==> src/rtl/f_pc_unit.sv <==
// Fetch-stage PC register and next-PC select for the 5-stage MIPS pipeline.
// Branch/jump decisions made in D redirect the next fetch (delay slot kept).
module f_pc_unit #(
   parameter logic [31:0] RESET_PC   = 32'h0000_3000,
   parameter logic [31:0] TEXT_BASE  = 32'h0000_3000,
   parameter logic [31:0] TEXT_LIMIT = 32'h0000_6ffc
) (
   input  logic        clk,
   input  logic        reset,
   input  logic        stall,
   input  logic [31:0] D_pc,
   input  logic [2:0]  D_npc_op,
   input  logic [15:0] D_imm16,
   input  logic [25:0] D_imm26,
   input  logic [31:0] D_rs_Data,
   input  logic        D_CMP_out,
   output logic [31:0] F_pc,
   output logic [31:0] D_link_pc,
   output logic        D_redirect,
   output logic        F_exc_adel
);

   localparam logic [2:0] OP_SEQ = 3'd0;
   localparam logic [2:0] OP_BEQ = 3'd1;
   localparam logic [2:0] OP_BNE = 3'd2;
   localparam logic [2:0] OP_J   = 3'd3;
   localparam logic [2:0] OP_JR  = 3'd4;

   logic [31:0] r_pc;
   logic [31:0] w_br_tgt;
   logic [31:0] w_j_tgt;
   logic [31:0] w_target;
   logic        w_redirect;

   assign w_br_tgt = D_pc + 32'd4
                   + {{14{D_imm16[15]}}, D_imm16, 2'b00};
   assign w_j_tgt  = {D_pc[31:28], D_imm26, 2'b00};

   always_comb begin
      w_redirect = 1'b0;
      w_target   = w_br_tgt;
      case (D_npc_op)
         OP_BEQ: w_redirect = D_CMP_out;
         OP_BNE: w_redirect = ~D_CMP_out;
         OP_J: begin
            w_redirect = 1'b1;
            w_target   = w_j_tgt;
         end
         OP_JR: begin
            w_redirect = 1'b1;
            w_target   = D_rs_Data;
         end
         OP_SEQ:  w_redirect = 1'b0;
         default: w_redirect = 1'b0;
      endcase
   end

   // A stalled D keeps its redirect pending until the stall drops.
   always_ff @(posedge clk or negedge reset) begin
      if (!reset) begin
         r_pc <= RESET_PC;
      end else if (!stall) begin
         r_pc <= w_redirect ? w_target : r_pc + 32'd4;
      end
   end

   assign F_pc       = r_pc;
   assign D_link_pc  = D_pc + 32'd8;
   assign D_redirect = w_redirect;
   assign F_exc_adel = (r_pc[1:0] != 2'b00)
                     | (r_pc < TEXT_BASE)
                     | (r_pc > TEXT_LIMIT);

endmodule

==> config.mk <==
export PLATFORM = sky130hd
export DESIGN_NAME = f_pc_unit
export DESIGN_NICKNAME = d
export VERILOG_FILES = /design/src/rtl/f_pc_unit.sv
export SDC_FILE = /design/constraint.sdc
export NUM_CORES = 1
export LEC_CHECK = 0
export CAP_MARGIN = 10
export CORE_MARGIN = 2
export CORE_UTILIZATION = 50
export CTS_CLUSTER_SIZE = 16
export DETAILED_ROUTE_END_ITERATION = 16
export GPL_TIMING_DRIVEN = 0
export PLACE_DENSITY = 0.88
export SYNTH_ARGS = -nofsm -noshare
export SYNTH_HDL_FRONTEND = slang
export SYNTH_SLANG_ARGS = --single-unit
export TNS_END_PERCENT = 1
==> constraint.sdc <==
create_clock -name clk -period 7.4 [get_ports clk]
set_input_delay 1.11 -clock clk [delete_from_list [all_inputs] [get_ports clk]]
set_output_delay 1.11 -clock clk [all_outputs]
set_load 0.01 [all_outputs]
==> impl_metrics.yaml <==
critical_path:
  cp.required_ps: 6290
  crit_path_max_fanout: 5
  worstPathCellList: "clkdlybuf4s50_1 > and3_1 > and2_1 > nand2_1 > nor2_1 > nand2_1 > nor3_1 > nand3_1 > xnor2_1 > clkdlybuf4s50_1"
  start_kind: "input port"
  worst-path-buf-inv: 2
  cp_slowest_cell: "clkdlybuf4s50_1"
  cpLargestDelayFamily: "simple AND/OR/NAND/NOR gates"
  cp.arrival_ps: 4130
  path_class: "in2out"
  slowest_delay_ps: 580
  endpoint_kind: "output pin"
synthesis:
  yosysSeqAreaShare_pct: 16.3
  synth_cells: 653
  syn_nets: 826
  async_flop_share_pct: 100
  synth_warnings: 0
  netlist_area_sq_um: 4940
  ys_types: 69
  ys_ff_latch: 32
  synth_edf_count: 0
  synth_area_per_cell_sq_um: 7.56
  synth_ff_type: "dfrtp_1"
global_route:
  overflow: 0
  grt_pass1_wl_um: 29700
  grt_pass1_vias: 5765
  grt_util_all_layers_pct: 35.8
  antenna_found_initial: 0
  grt_max_degree: 33
floorplan:
  die-width_um: 103
  fp.dieArea_sq_um: 10700
  initial_utilization_pct: 51.0
  die_h_um: 103
  core_area_sq_um: 9680
  ios: 179
  rows: 36
timing:
  worst_pin_slew_ps: 904
  clock.fmax_mhz: 191
  fin_crit_ps: 5240
  relSlewSlack_pct: 39.2
  hold_viol_final: 0
  finalSetupViolCount: 0
  rsz0062_at_grt: "false"
  final_max_slew_viol_count: 0
  finalClockSkew_ps: 7.36
  totalNegativeSetupSlack_ps: 0
  fin_crit_sh_pct: 70.9
clocking:
  clkTransAtPathRegs_ps: 70
  h-tree-depth: 2
  cts_sinks: 32
  ctsRootBufferMaster: "clkbuf_8"
  numCtsBuffers: 5
  cts_setup_buffers: 0
  clk_latency_ps: 290
  cts_buffer_depth: 2
  cts_resized: 0
  cts_tree: "built"
  ctsHoldBuffers: 0
pwr:
  ir_drop_mv: 0.0990
  leakage_nw: 2.85
  power.density_nw_per_um2: 178
placed_design:
  dpl.hpwl_um: 15700
  placed_area_sq_um: 6890
  dp.cells: 965
  io_buffers: 178
  gp_congestion: 1.03
job:
  drv_cap: 0
drt:
  drt-total-wl_um: 19300
  avgViaCountPerCell: 6.37
  drc: 0
  vias: 6199
  ant_nets: 0
  first_iter_violations: 504
  drtPass1Iterations: 5
  routedWlPerCell_um: 19.8
cells_and_area:
  stdcell_area_sq_um: 7010
  area_delta_synth_final_pct: 42.0
  largest_register_ffs: 32
  layout.nets: 1012
  fin_cells: 973
  layout-drive-gt1-share_pct: 3.69
  diodes: 0
status:
  status: "finished clean"
worst_hold_path:
  hp-class: "reg2reg"
final cells by class:
| cell class | instances | area (sq um) |
|---|---|---|
| Buffer | 35 | 151 |
| Clock buffer | 7 | 96.3 |
| Clock inverter | 1 | 30.0 |
| Fill cell | 786 | 2670 |
| Inverter | 18 | 67.6 |
| Multi-Input combinational cell | 568 | 3920 |
| Sequential cell | 32 | 803 |
| Tap cell | 133 | 166 |
| Timing Repair Buffer | 179 | 1780 |
worst reg2reg max path: stages, from the launching register on:
cell and delay (ps):
dfrtp_1 390, buf_2 220, nand4_1 170, nor4_1 720
nor4b_4 530, nand4_1 200, o21ai_0 210, o31ai_1 100
nand2_1 80, o211ai_1 100
cells in the mapped netlist, types with 18 or more instances:
cell type	number	area, sq um
a21oi_1	63	315
a221oi_1	24	210
clkbuf_1	27	101
dfrtp_1	30	751
ha_1	59	738
inv_1	18	67.6
nand2_1	63	236
nand3_1	35	175
nor2_1	52	195
o21ai_0	40	200
xnor2_1	39	342
stage by stage:
stage	hold slack [ps]	power, mW	setup WS [ps]	util (%)
after floorplan	535	0.696	3670	-
after CTS	536	1.23	2140	72.4
final	533	1.25	2160	72.4
after global routing	565	1.32	1860	72.4
after global placement	498	1.02	2290	71.1
after detailed placement	520	1.04	2150	71.1
power by group:
| group | switching, mW | internal [mW] |
|---|---|---|
| sequential | 0.108 | 0.235 |
| clock | 0.0701 | 0.119 |
| combinational | 0.364 | 0.356 |
kinds of logic (layout without fill, tap and decap cells):
group | count (synthesis) | count (layout) | synth area share, %
and+or+nand+nor | 228 | 228 | 23.4
muxes | 1 | 1 | 0.203
xor gates and xnor gates | 53 | 53 | 9.40
buffers and inverters | 53 | 240 | 4.43
AOI/OAI and AO/OA | 226 | 226 | 30.9
adders and majority gates | 60 | 60 | 15.4
DFF | 32 | 32 | 16.3
layout by cell type, fill, tap and decap left out, types with 5 or more instances in the layout:
| master | synthesis | final |
|---|---|---|
| o21ai_0 | 40 | 40 |
| o21a_1 | 9 | 9 |
| a221oi_1 | 24 | 24 |
| o211ai_1 | 6 | 6 |
| nand4_1 | 14 | 14 |
| ha_1 | 59 | 59 |
| xor2_1 | 14 | 14 |
| dfrtp_1 | 30 | 30 |
| clkbuf_1 | 27 | 27 |
| and4_1 | 5 | 5 |
| a21o_1 | 13 | 13 |
| nor2_1 | 52 | 52 |
| a211oi_1 | 5 | 5 |
| nor4_1 | 9 | 9 |
| a221o_1 | 8 | 8 |
| a31oi_1 | 8 | 8 |
| a21oi_1 | 63 | 63 |
| nand3_1 | 35 | 35 |
| inv_1 | 18 | 18 |
| nand2_1 | 63 | 63 |
| nor3_1 | 9 | 9 |
| clkdlybuf4s50_1 | 0 | 177 |
| o22ai_1 | 5 | 5 |
| and2_1 | 8 | 8 |
| xnor2_1 | 39 | 39 |
| clkbuf_8 | 0 | 7 |
| and3_1 | 14 | 14 |
layer usage:
layer	GRT usage, %	share of wire, %
met3	4.57	11
met4	8.50	1.8
met5	0	0
met2	60.3	46
met1	48.9	41
path summary, 6_finish.rpt:
kind                       startpoint             to  slack, ps  cells past startpoint
max                           D_pc[5]  D_link_pc[29]       2160                     10
min                           F_pc[1]        F_pc[1]        530                      2
max reg2reg                   F_pc[7]       F_pc[31]       4540                      9
min reg2reg                   F_pc[1]        F_pc[1]        530                      2
max in group asynchronous       reset       F_pc[26]       6030                      1
min in group asynchronous       reset        F_pc[4]        880                      1
No activity file was read; power rests on OpenSTA's default activity.
